## src/rtl/ln_norm_scheduler_if.sv

```systemverilog
// ln_norm_scheduler_if: requester bus plus linearizer/normalizer chain handshake
interface ln_norm_scheduler_if #(
    parameter int N_REQ = 4,
    parameter int W     = 32,
    parameter int ID_W  = 2
);
    logic [N_REQ-1:0]   req;
    logic [N_REQ*W-1:0] t_in;
    logic [N_REQ-1:0]   done;
    logic [W-1:0]       result_out;
    logic               valid_out;
    logic [ID_W-1:0]    out_id;
    logic               err;
    logic               busy;
    logic [W-1:0]       ln_t;
    logic               ln_rst;
    logic               ln_rst_fsm;
    logic               ln_begin;
    logic               ln_ack;
    logic [W-1:0]       ln_result;

    modport slave (
        input  req, t_in, ln_ack, ln_result,
        output done, result_out, valid_out, out_id, err, busy,
               ln_t, ln_rst, ln_rst_fsm, ln_begin
    );

    modport master (
        output req, t_in, ln_ack, ln_result,
        input  done, result_out, valid_out, out_id, err, busy,
               ln_t, ln_rst, ln_rst_fsm, ln_begin
    );
endinterface

```

## src/rtl/ln_norm_scheduler.sv

```systemverilog
// ln_norm_scheduler: round-robin sharing of one linearizer/normalizer chain with watchdog
module ln_norm_scheduler #(
    parameter int N_REQ   = 4,
    parameter int W       = 32,
    parameter int ID_W    = 2,
    parameter int TIMEOUT = 255
) (
    input  logic               i_clk,
    input  logic               i_rst_n,
    ln_norm_scheduler_if.slave bus
);
    localparam int TW = ($clog2(TIMEOUT + 1) > 8) ? $clog2(TIMEOUT + 1) : 8;

    typedef enum logic [2:0] {S_IDLE, S_CLR, S_START, S_WAIT, S_FIN} state_t;

    state_t           r_state;
    logic [ID_W-1:0]  r_ptr;
    logic [ID_W-1:0]  r_out_id;
    logic [W-1:0]     r_ln_t;
    logic [W-1:0]     r_result;
    logic [N_REQ-1:0] r_done;
    logic [TW-1:0]    r_timer;
    logic             r_valid;
    logic             r_err;
    logic             r_busy;
    logic             r_ln_rst_fsm;
    logic             r_ln_begin;
    logic             w_found;
    logic [ID_W-1:0]  w_win;
    logic [ID_W-1:0]  w_ptr_nxt;
    logic [W-1:0]     w_op;

    // first requesting index at or after the pointer; scanning downward lets the nearest one win
    always_comb begin
        w_found = 1'b0;
        w_win   = '0;
        for (int j = N_REQ - 1; j >= 0; j--) begin
            logic [ID_W-1:0] c;
            c = ID_W'((int'(r_ptr) + j) % N_REQ);
            if (bus.req[c]) begin
                w_found = 1'b1;
                w_win   = c;
            end
        end
    end

    assign w_op      = bus.t_in[int'(w_win) * W +: W];
    assign w_ptr_nxt = (int'(w_win) == N_REQ - 1) ? '0 : w_win + 1'b1;

    // job sequencer: grant, clear chain, start chain, wait for ack or watchdog, report
    always_ff @(posedge i_clk or negedge i_rst_n) begin
        if (!i_rst_n) begin
            r_state      <= S_IDLE;
            r_ptr        <= '0;
            r_out_id     <= '0;
            r_ln_t       <= '0;
            r_result     <= '0;
            r_done       <= '0;
            r_timer      <= '0;
            r_valid      <= 1'b0;
            r_err        <= 1'b0;
            r_busy       <= 1'b0;
            r_ln_rst_fsm <= 1'b0;
            r_ln_begin   <= 1'b0;
        end else begin
            r_ln_rst_fsm <= 1'b0;
            r_ln_begin   <= 1'b0;
            r_valid      <= 1'b0;
            r_done       <= '0;
            r_err        <= 1'b0;
            case (r_state)
                S_IDLE: begin
                    if (w_found) begin
                        r_out_id <= w_win;
                        r_ln_t   <= w_op;
                        r_ptr    <= w_ptr_nxt;
                        r_busy   <= 1'b1;
                        r_state  <= S_CLR;
                    end
                end
                S_CLR: begin
                    r_ln_rst_fsm <= 1'b1;
                    r_state      <= S_START;
                end
                S_START: begin
                    r_ln_begin <= 1'b1;
                    r_timer    <= '0;
                    r_state    <= S_WAIT;
                end
                S_WAIT: begin
                    r_timer <= r_timer + 1'b1;
                    // timer==0 marks the first WAIT cycle, where a leftover ack is not trusted
                    if (bus.ln_ack && r_timer != '0) begin
                        r_result <= bus.ln_result;
                        r_valid  <= 1'b1;
                        r_done   <= N_REQ'(1) << r_out_id;
                        r_state  <= S_FIN;
                    end else if (r_timer == TW'(TIMEOUT - 1)) begin
                        r_result <= '0;
                        r_err    <= 1'b1;
                        r_valid  <= 1'b1;
                        r_done   <= N_REQ'(1) << r_out_id;
                        r_state  <= S_FIN;
                    end
                end
                S_FIN: begin
                    r_busy  <= 1'b0;
                    r_state <= S_IDLE;
                end
                default: r_state <= S_IDLE;
            endcase
        end
    end

    assign bus.done       = r_done;
    assign bus.result_out = r_result;
    assign bus.valid_out  = r_valid;
    assign bus.out_id     = r_out_id;
    assign bus.err        = r_err;
    assign bus.busy       = r_busy;
    assign bus.ln_t       = r_ln_t;
    assign bus.ln_rst     = !i_rst_n;
    assign bus.ln_rst_fsm = r_ln_rst_fsm;
    assign bus.ln_begin   = r_ln_begin;
endmodule

```

## src/flat_wrapper.sv

```systemverilog
// flat-port wrapper written by rule: the top's interface ports become plain ports
module ln_norm_scheduler_flat 
#(
    parameter int N_REQ   = 4,
    parameter int W       = 32,
    parameter int ID_W    = 2,
    parameter int TIMEOUT = 255
)
  (i_clk, i_rst_n, bus_req, bus_t_in, bus_ln_ack, bus_ln_result, bus_done, bus_result_out, bus_valid_out, bus_out_id, bus_err, bus_busy, bus_ln_t, bus_ln_rst, bus_ln_rst_fsm, bus_ln_begin);
  ln_norm_scheduler_if #(.N_REQ(N_REQ), .W(W), .ID_W(ID_W)) bus_i ();
  input  logic i_clk;
  input  logic i_rst_n;
  input wire logic [$bits(bus_i.req)-1:0] bus_req;
  input wire logic [$bits(bus_i.t_in)-1:0] bus_t_in;
  input wire logic [$bits(bus_i.ln_ack)-1:0] bus_ln_ack;
  input wire logic [$bits(bus_i.ln_result)-1:0] bus_ln_result;
  output wire logic [$bits(bus_i.done)-1:0] bus_done;
  output wire logic [$bits(bus_i.result_out)-1:0] bus_result_out;
  output wire logic [$bits(bus_i.valid_out)-1:0] bus_valid_out;
  output wire logic [$bits(bus_i.out_id)-1:0] bus_out_id;
  output wire logic [$bits(bus_i.err)-1:0] bus_err;
  output wire logic [$bits(bus_i.busy)-1:0] bus_busy;
  output wire logic [$bits(bus_i.ln_t)-1:0] bus_ln_t;
  output wire logic [$bits(bus_i.ln_rst)-1:0] bus_ln_rst;
  output wire logic [$bits(bus_i.ln_rst_fsm)-1:0] bus_ln_rst_fsm;
  output wire logic [$bits(bus_i.ln_begin)-1:0] bus_ln_begin;
  assign bus_i.req = bus_req;
  assign bus_i.t_in = bus_t_in;
  assign bus_i.ln_ack = bus_ln_ack;
  assign bus_i.ln_result = bus_ln_result;
  assign bus_done = bus_i.done;
  assign bus_result_out = bus_i.result_out;
  assign bus_valid_out = bus_i.valid_out;
  assign bus_out_id = bus_i.out_id;
  assign bus_err = bus_i.err;
  assign bus_busy = bus_i.busy;
  assign bus_ln_t = bus_i.ln_t;
  assign bus_ln_rst = bus_i.ln_rst;
  assign bus_ln_rst_fsm = bus_i.ln_rst_fsm;
  assign bus_ln_begin = bus_i.ln_begin;
  ln_norm_scheduler #(.N_REQ(N_REQ), .W(W), .ID_W(ID_W), .TIMEOUT(TIMEOUT)) u_core (.i_clk(i_clk), .i_rst_n(i_rst_n), .bus(bus_i));
endmodule
```

## config.mk

```make
export PLATFORM = sky130hd
export DESIGN_NAME = ln_norm_scheduler_flat
export DESIGN_NICKNAME = d
export VERILOG_FILES = /design/src/rtl/ln_norm_scheduler_if.sv /design/src/rtl/ln_norm_scheduler.sv /design/src/flat_wrapper.sv
export SDC_FILE = /design/constraint.sdc
export NUM_CORES = 1
export LEC_CHECK = 0
export BUFFER_PORTS_ARGS = -buffer_cell sky130_fd_sc_hd__buf_2
export CORE_ASPECT_RATIO = 0.6
export CORE_MARGIN = 5
export CORE_UTILIZATION = 45
export DETAILED_ROUTE_END_ITERATION = 6
export PLACE_DENSITY_LB_ADDON = 0.1
export SYNTH_ARGS = -nofsm -noshare
export SYNTH_HDL_FRONTEND = slang
export SYNTH_SLANG_ARGS = --single-unit
```

## constraint.sdc

```tcl
create_clock -name i_clk -period 2.62 [get_ports i_clk]
set_clock_uncertainty 0.2 [all_clocks]
set_input_delay 0.131 -clock i_clk [delete_from_list [all_inputs] [get_ports i_clk]]
set_output_delay 0.131 -clock i_clk [all_outputs]
set_load 0.01 [all_outputs]
```

## Yosys cells after proc, flatten, opt, wreduce, memory -nomap -nowiden

Cells that the tools add are included.

- Magnitude comparators: 4
- Muxes and demuxes: 36
- Shifts and indexed selects: 2
- Add/subtract/negate cells: 5
- Equality and inequality tests: 8
- Reduce and logical (&&, ||, !) cells: 11

Operator list:

| operator | number |
|---|---|
| $shiftx 128x8->32 | 1 |
| $mux 32 | 2 |
| $mux 1 | 16 |
| $pmux 8 s2 | 1 |
| $lt 2x3->1 const B | 4 |
| $mux 4 | 3 |
| $pmux 3 s4 | 1 |
| $mux 2 | 5 |
| $mux 3 | 3 |
| $add 8x1->8 const B | 1 |
| $bmux 1 s2 | 4 |
| $eq 8x8->1 const B | 1 |
| $reduce_and 2->1 | 4 |
| $reduce_bool 8->1 | 1 |
| $eq 3x2->1 const B | 2 |
| $reduce_bool 2->1 | 3 |
| $add 2x1->2 const B | 2 |
| $add 2x2->2 const B | 2 |
| $shl 1x2->4 const A | 1 |
| $eq 3x1->1 const B | 1 |
| $eq 3x3->1 const B | 1 |
| $logic_not 3->1 | 1 |
| $ne 3x1->1 const B | 1 |
| $eq 2x1->1 const B | 1 |
| 4 further kinds | 4 |

- Input port bits: 167
- Logic and storage cells: 78
- Flip-flop bits (word level): 88

## Depth between registers and ports, before layout

Gate-level depths: netlist of run 1.

- Depth in word-level cells: 9
- Depth in mapped cells: 8

## Worst setup path before layout of run 1

No wires, ideal clock.

- Kind: register to register
- Start point: register u_core.r_timer[4]
- End point: register u_core.r_result[25] (netlist: u_core.bus.result_out[25])
- Cell stages (with the launch flop): 6
- Arrival time: 1,706 ps
- Path slack: 593 ps
- Path buffers: 1
- Setup time: 121 ps
- Cell sequence: dfrtp_1 -> or4_4 -> o41ai_4 -> nor2_1 -> buf_2 -> a22o_2

- Cells in the longest elaborated chain, start to end: 4
- Elaborated cells between the ends (all ways): 6

Ends and longest elaborated chain:

| element | RTL line | source |
|---|---|---|
| from (decl) | ln_norm_scheduler.sv:22 | `logic [TW-1:0] r_timer;` |
| from (signal assigned) | ln_norm_scheduler.sv:91 | `r_timer <= r_timer + 1'b1;` |
| $reduce_bool 8->1 | ln_norm_scheduler.sv:93 | `if (bus.ln_ack && r_timer != '0) begin` |
| $logic_and 1x1->1 | ln_norm_scheduler.sv:93 |  |
| $reduce_bool 2->1 (no source line) | - |  |
| $reduce_and 2->1 (no source line) | - |  |
| to (signal assigned) | ln_norm_scheduler.sv:94 | `r_result <= bus.ln_result;` |
| to (decl) | ln_norm_scheduler.sv:20 | `logic [W-1:0] r_result;` |

Parallel ways exist; a longest one is shown, timed or not.
A chain may end at the register's enable or synchronous reset.

## Worst setup path in the final report of run 1

- Start point: register u_core.r_ptr[1]
- End point: register u_core.r_ln_t[25] (netlist: u_core.bus.ln_t[25])

- Cells in the longest elaborated chain, start to end: 8
- Elaborated cells between the ends (all ways): 21

Ends and longest elaborated chain:

| element | RTL line | source |
|---|---|---|
| from (decl) | ln_norm_scheduler.sv:17 | `logic [ID_W-1:0] r_ptr;` |
| from (signal assigned) | ln_norm_scheduler.sv:76 | `r_ptr <= w_ptr_nxt;` |
| $add 2x2->2 | ln_norm_scheduler.sv:39 | `c = ID_W'((int'(r_ptr) + j) % N_REQ);` |
| $bmux 1 s2 | ln_norm_scheduler.sv:40 | `if (bus.req[c]) begin` |
| $mux 1 (implied by the code) | ln_norm_scheduler.sv:40 |  |
| $mux 2 / $mux 1 (equally long branches) (4 in a row) | ln_norm_scheduler.sv:40 |  |
| $shiftx 128x8->32 / $reduce_and 2->1 (equally long branches) | - |  |
| to (signal assigned) | ln_norm_scheduler.sv:75 | `r_ln_t <= w_op;` |
| to (decl) | ln_norm_scheduler.sv:19 | `logic [W-1:0] r_ln_t;` |

Parallel ways exist; a longest one is shown, timed or not. The select of a mux whose other input is x is not followed.

==> impl_metrics.py, run 1 <==
metrics = {
    "synthesis": {
        "yosysTopAreaCell": "dfrtp_1",
        "ys.warnings.count": 0,
        "ys_top_cells_by_area": "dfrtp_1 (50%), nand2_1 (12%), a21oi_1 (7.9%), a211o_1 (6.4%), a22o_1 (6.0%)",
        "netlist.area_leader.share": 0.504,
        "synth_edf_count": 0,
        "yosysMostFrequentCell": "nand2_1",
        "synth_ff_type": "dfrtp_1",
        "yosysUniqueCellTypes": 44,
        "synth_fp_nets": 645,
        "synth.avg_cell_area_um2": 9.19,
        "synthCells": 475,
        "syn_area_um2": 4370,
        "postSynth.asyncResetShare": 1.00,
        "yosysSeqAreaShare": 0.504,
        "synth_commonest_cells": "nand2_1 (139), dfrtp_1 (88), a21oi_1 (69)",
        "ys_ff_latch": 88,
    },
    "floorplanning": {
        "dieHeight_um": 86.3,
        "dieArea_um2": 11800,
        "core.rowCount": 27,
        "num_io_pins": 243,
        "die_width_um": 137,
        "start_util": 0.468,
        "core_um2": 9320,
    },
    "detailed_routing": {
        "first_pass_iters": 5,
        "drtIter0Drc": 485,
        "vias": 5479,
        "detail-route-antenna-nets": 0,
        "wirelength_um": 18800,
        "vias_per_cell": 5.57,
        "drc": 0,
        "wl_per_cell_um": 19.1,
    },
    "final_layout": {
        "area_growth_syn_to_layout_pct": 73.1,
        "fillers": 558,
        "drive_gt1_frac": 0.346,
        "final_cell_count_no_fill": 984,
        "layout.nets": 1017,
        "final_area_um2": 7550,
    },
    "run_status": {
        "violations": "hold timing",
        "status": "complete, but fails checks",
    },
    "timing": {
        "max_slew_margin": 0.642,
        "period_minus_slack_ps": 2580,
        "fin_crit_sh": 0.984,
        "fmax_mhz": 388,
        "drv_slew": 0,
        "hold_viol": 1,
        "finalHoldWorstSlack_ps": -8.23,
        "setup_viol": 0,
        "worst_slack_ps": 41.7,
        "tns_ps": 0,
        "rsz0062_at_grt": "false",
        "tightest_slew_ps": 532,
    },
    "critical_path": {
        "cp_top_family": "buffers and inverters",
        "cp-endpoint": "u_core.bus.ln_t[25]",
        "path_max_fanout": 16,
        "critical-path-slowest-cell": "dlygate4sd3_1",
        "worstSetupPathType": "reg2reg",
        "r2r_cells": 7,
        "path_cells": "mux2_4, o221a_4, clkbuf_16, nand2_1, a21oi_1, dlygate4sd3_1, a211o_1",
        "reg2reg_slack_ps": 40,
        "cp.required_ps": 2640,
        "worstSetupEndpointType": "flip-flop",
        "r2r-start": "u_core.r_ptr[1]",
        "crit_arrival_ps": 2600,
        "max_stage_delay_ps": 560,
        "crit_start": "u_core.r_ptr[1]",
        "critPathBufInv": 2,
        "crit_path_start_kind": "flip-flop",
        "rr_endpoint": "u_core.bus.ln_t[25]",
        "crit_cells": 7,
    },
    "clocking": {
        "cts_tree": "done",
        "clk_pin_slew_worst_paths_ps": 60,
        "clockRootBuffer": "clkbuf_16",
        "cts.sinks": 88,
        "numCtsBuffers": 9,
        "h-tree-depth": 3,
        "clk_latency_ps": 350,
        "cts_buffer_depth": 2,
    },
    "power": {
        "powerDensity_nw_per_um2": 944,
        "vdd_drop_max_v": 0.000701,
        "power.static_leakage_nw": 4.09,
    },
    "global_routing": {
        "overflow": 0,
        "grt_max_degree": 67,
        "grt_usage": 0.288,
        "antenna_found_initial": 1,
        "first_global_vias": 5414,
        "grt_pass1_wl_um": 27100,
    },
    "place": {
        "dpl_cell_area_um2": 5730,
        "hpwl_um": 10500,
        "io_buffers": 242,
        "placedCellCount": 824,
        "gp_congestion": 0.793,
        "pre_cts_ws_ps": 338,
    },
    "hold_path": {
        "holdCritPathClass": "in2reg",
    },
    "flow_run": {
        "max-cap-violations": 0,
    },
}
report_power, final:
part           total [W]  internal [W]  leakage, nW  switching, W
clock            0.00135      0.000779        0.154      0.000570
sequential       0.00236       0.00195         1.11      0.000413
combinational    0.00342       0.00160         2.82       0.00182
worst min-delay path, cell delays in order:
cell     delay [ps]
buf_2            80
nand2_1          50
a21oi_1         140
a211o_1         110
placed cells by master (no fill, tap or decap), drive strengths merged:
cell type	n
clkbuf	14
o41ai	1
xnor2	1
nand3	5
and3	3
o21bai	1
and2	1
o211ai	1
or3b	1
inv	12
nor2	10
nor3b	4
or4	2
o221a	1
clkinv	2
buf	254
nand4	1
o21ba	1
a21o	2
xor2	1
dfrtp	88
nor4	3
dlygate4sd3	137
nor3	6
o211a	1
diode	2
a21oi	69
mux2	2
a211o	32
a21boi	1
o221ai	1
nand2b	4
bufinv	1
a22o	36
o21ai	7
nand2	140
ha	3
nand3b	1
nor2b	2
registers in the layout, indices dropped and copies added, names as in the netlist, 2 cells and up:
name / cells
u_core.r_timer: 8
u_core.r_ptr: 2
u_core.bus.done: 4
u_core.bus.result_out: 32
u_core.bus.ln_t: 32
u_core.r_state: 3
u_core.bus.out_id: 2
cell type report:
cell class              instances  area (um2)  area share
repair buffers                395        2830       0.374
flip-flops and latches         88        2200       0.292
multi-input cells             344        2010       0.266
clock buffers                  10         239      0.0316
well taps                     130         163      0.0215
clock inverters                 6        73.8     0.00977
inverters                       9        33.8     0.00447
diodes                          2        5.00    0.000662
layer usage:
| layer | GRT usage | routed length [um] | vias to the layer above |
|---|---|---|---|
| li1 | - | - | 2416 |
| met1 | 0.341 | 7200 | 2594 |
| met2 | 0.490 | 8740 | 372 |
| met3 | 0.0922 | 2120 | 97 |
| met4 | 0.117 | 770 | 0 |
| met5 | 0 | 0 | - |
kinds of logic (layout without fill, tap and decap cells):
| logic type | Yosys count | count (layout) | synth area share |
|---|---|---|---|
| other cells | 0 | 2 | 0 |
| buf+inv | 43 | 420 | 0.0464 |
| mux | 2 | 2 | 0.00516 |
| xor+xnor | 2 | 2 | 0.00401 |
| fa+ha+maj | 3 | 3 | 0.00860 |
| flops | 88 | 88 | 0.504 |
| compound gates | 154 | 154 | 0.250 |
| simple gates | 183 | 183 | 0.181 |
how the worst min path moves through the flow:
stage                      start                   to  slack (ps)  cells after the start
global route        bus_t_in[83]  u_core.bus.ln_t[19]          20                      4
CTS                  bus_t_in[5]   u_core.bus.ln_t[5]           1                      4
detailed placement       i_rst_n      u_core.r_ptr[1]        -100                      1
floorplan                i_rst_n      u_core.bus.busy        -360                      0
finish              bus_t_in[94]  u_core.bus.ln_t[30]          -8                      4
global placement         i_rst_n  u_core.bus.ln_begin        -100                      1
stage by stage:
stage / util / total power, W / hold slack [ps]
final: 0.810 / 0.00713 / -8.23
after global placement: 0.614 / 0.00517 / -99.5
after global routing: 0.810 / 0.00752 / 17.5
after detailed placement: 0.614 / 0.00527 / -97.5
after CTS: 0.795 / 0.00681 / 1.20
after floorplan: - / 0.00411 / -365
timing repair:
action,4_1_cts,5_1_grt
endpoints found under the hold margin,152,0
hold buffers,137,0
endpoints found under the setup margin,0,27
resized for setup,0,7
setup buffers,0,1
Note: power is estimated with default switching activity, not from simulation.
==> inputs of run 2 (changes only) <==
- ABC_AREA: unset -> 1
- CORE_UTILIZATION: 45 -> 47
==> run 2 against run 1 <==
Net effect:
- the flow still finishes with violations (hold timing)
- global-route usage is 2.0 points lower
- worst setup slack better by 230 ps
- via count is 5.1% higher
- register-to-register slack better by 230 ps
- area after synthesis is 15% higher
- combinational power is 48% higher
- count of clock-buffer cells in the layout stayed put
- first-iteration DRC count is 20% lower
- routed wire length is 7.1% lower
- hold slack better by 7.2 ps
- critical endpoint is now u_core.bus.ln_t[4]
==> impl_metrics.py, run 2 <==
metrics = {
    "final_layout": {
        "layout.nets": 1158,
        "area_growth_syn_to_layout_pct": 52.9,
        "final_cell_count_no_fill": 1132,
        "fillers": 783,
        "final_common_cell": "buf_2",
        "drive_gt1_frac": 0.299,
        "antenna_cells": 0,
        "final_cell_mix": "buf_2 (241), nand2_1 (180), inv_1 (119)",
    },
    "critical_path": {
        "cp.required_ps": 2640,
        "max_stage_delay_ps": 540,
        "crit_top_cell": "nand2_1",
        "path_cells": "inv_1, nand2_1, nand3_1, nand2_1, nand3_2, nand2_1, nand2_2, nand2_4, buf_12, nand2_1, nand3_1, nand2_1, nand2_1, nand2_1",
        "r2r_cells": 14,
        "crit_path_start_kind": "flip-flop",
        "critical-path-slowest-cell": "dfrtp_1",
        "crit_start": "u_core.r_ptr[0]",
        "worstSetupEndpointType": "flip-flop",
        "r2r-start": "u_core.r_ptr[0]",
        "worstSetupPathType": "reg2reg",
        "path_max_fanout": 64,
        "crit_arrival_ps": 2360,
    },
    "synthesis": {
        "netlist.area_leader.share": 0.437,
        "synth_fp_nets": 821,
        "yosysUniqueCellTypes": 35,
        "synth_commonest_cells": "nand2_1 (180), inv_1 (119), nand3_1 (100)",
        "yosysMostFrequentCell": "nand2_1",
        "ys_ff_latch": 88,
        "postSynth.asyncResetShare": 1.00,
        "synth.avg_cell_area_um2": 7.74,
        "ys.warnings.count": 0,
        "yosysSeqAreaShare": 0.437,
        "syn_area_um2": 5040,
        "ys_top_cells_by_area": "dfrtp_1 (44%), nand2_1 (13%), nand3_1 (9.9%), inv_1 (8.9%), a22o_1 (5.6%)",
        "synthCells": 651,
        "synth_edf_count": 0,
        "synth_ff_type": "dfrtp_1",
        "yosysTopAreaCell": "dfrtp_1",
    },
    "power": {
        "power.static_leakage_nw": 4.46,
        "powerDensity_nw_per_um2": 1130,
        "vdd_drop_max_v": 0.000988,
        "fin_total_pwr_w": 0.00871,
    },
    "timing": {
        "tns_ps": 0,
        "setup_viol": 0,
        "finalHoldWorstSlack_ps": -1.02,
        "hold_viol": 1,
        "rsz0062_at_grt": "false",
        "fin_crit_sh": 0.895,
        "tightest_slew_ps": 619,
        "max_slew_margin": 0.586,
        "drv_slew": 0,
        "fmax_mhz": 427,
        "period_minus_slack_ps": 2340,
    },
    "floorplanning": {
        "dieHeight_um": 90.2,
        "die_width_um": 144,
        "core.rowCount": 29,
        "core_um2": 10500,
        "num_io_pins": 243,
        "start_util": 0.479,
        "dieArea_um2": 13000,
    },
    "clocking": {
        "cts_tree": "done",
        "postCtsSetupBuffers": 0,
        "numCtsBuffers": 9,
        "clk_latency_ps": 330,
        "h-tree-depth": 3,
        "cts_resized": 0,
        "cts_buffer_depth": 2,
        "clk_pin_slew_worst_paths_ps": 60,
        "clockRootBuffer": "clkbuf_16",
        "cts.sinks": 88,
        "cts_hold_buf": 107,
    },
    "hold_path": {
        "hold_start": "bus_t_in[54]",
        "holdCritPathClass": "in2reg",
        "min_path_cells": 7,
    },
    "detailed_routing": {
        "vias_per_cell": 5.09,
        "drtIter0Drc": 387,
        "drc": 0,
        "vias": 5758,
        "wl_per_cell_um": 15.4,
        "wirelength_um": 17500,
        "first_pass_iters": 7,
        "detail-route-antenna-nets": 0,
    },
    "run_status": {
        "status": "complete, but fails checks",
        "violations": "hold timing",
    },
    "global_routing": {
        "grt_max_degree": 65,
        "overflow": 0,
        "antenna_found_initial": 0,
        "grt_pass1_wl_um": 28200,
        "first_global_vias": 5872,
        "grt_usage": 0.269,
    },
    "flow_run": {
        "max-cap-violations": 0,
    },
    "place": {
        "gp_congestion": 0.947,
        "io_buffers": 242,
        "hpwl_um": 11500,
        "placedCellCount": 1009,
    },
}
==> run 2: changes by cell type after synthesis, moves of 9 or more <==
cell,change
nand3_1,+95
clkbuf_1,-14
or2_1,+12
a21oi_1,-61
nand2_1,+41
a211o_1,-32
inv_1,+110
o211ai_2,+9
==> run 2: area by class of cell <==
| type | instances | area (um2) | area share |
|---|---|---|---|
| flip-flops and latches | 88 | 2200 | 0.286 |
| inverters | 125 | 474 | 0.0616 |
| clock inverters | 6 | 73.8 | 0.00958 |
| repair buffers | 358 | 2390 | 0.310 |
| well taps | 139 | 174 | 0.0226 |
| clock buffers | 10 | 239 | 0.0310 |
| multi-input cells | 406 | 2150 | 0.279 |
==> run 2: cells by family (layout without fill, tap and decap cells) <==
group           Yosys count  after routing  synth area share
flops                    88             88             0.437
compound gates           68             68             0.111
simple gates            334            334             0.307
fa+ha+maj                 3              3           0.00745
xor+xnor                  1              1           0.00174
buf+inv                 157            499             0.136
==> run 2: worst paths after layout <==
kind                                          to  slack, ps
hold reg to reg              u_core.bus.ln_t[14]        290
min in group asynchronous  u_core.bus.ln_rst_fsm        130
hold / removal               u_core.bus.ln_t[22]         -1
setup reg to reg              u_core.bus.ln_t[4]        280
max in group asynchronous     u_core.bus.ln_t[2]       1430
setup / recovery              u_core.bus.ln_t[4]        280
==> run 2: per-layer routing <==
layer | share of wire | routed length (um) | track usage
met5 | 0 | 0 | 0
met4 | 0.024 | 412 | 0.0846
met3 | 0.085 | 1490 | 0.0764
met1 | 0.41 | 7180 | 0.342
met2 | 0.48 | 8400 | 0.443
==> run 2: through the flow <==
| stage | utilization | area [um2] | setup WS (ps) |
|---|---|---|---|
| final | 0.732 | 7700 | 276 |
| after global routing | 0.732 | 7700 | 57.5 |
| after CTS | 0.732 | 7700 | 312 |
| after detailed placement | 0.601 | 6320 | 328 |
| after global placement | 0.601 | 6320 | 427 |
| after floorplan | - | 5040 | 702 |
==> run 2: critical path: cells and delay by family, from the launching register on <==
family        cells  cell delay, ps
buf+inv           2             410
simple gates     12            1070
flops             1             540
==> run 2: report_power, final <==
part	switching, W	internal (W)	leakage (nW)	total [W]
combinational	0.00315	0.00190	3.20	0.00505
clock	0.000539	0.000780	0.153	0.00132
sequential	0.000389	0.00195	1.11	0.00234
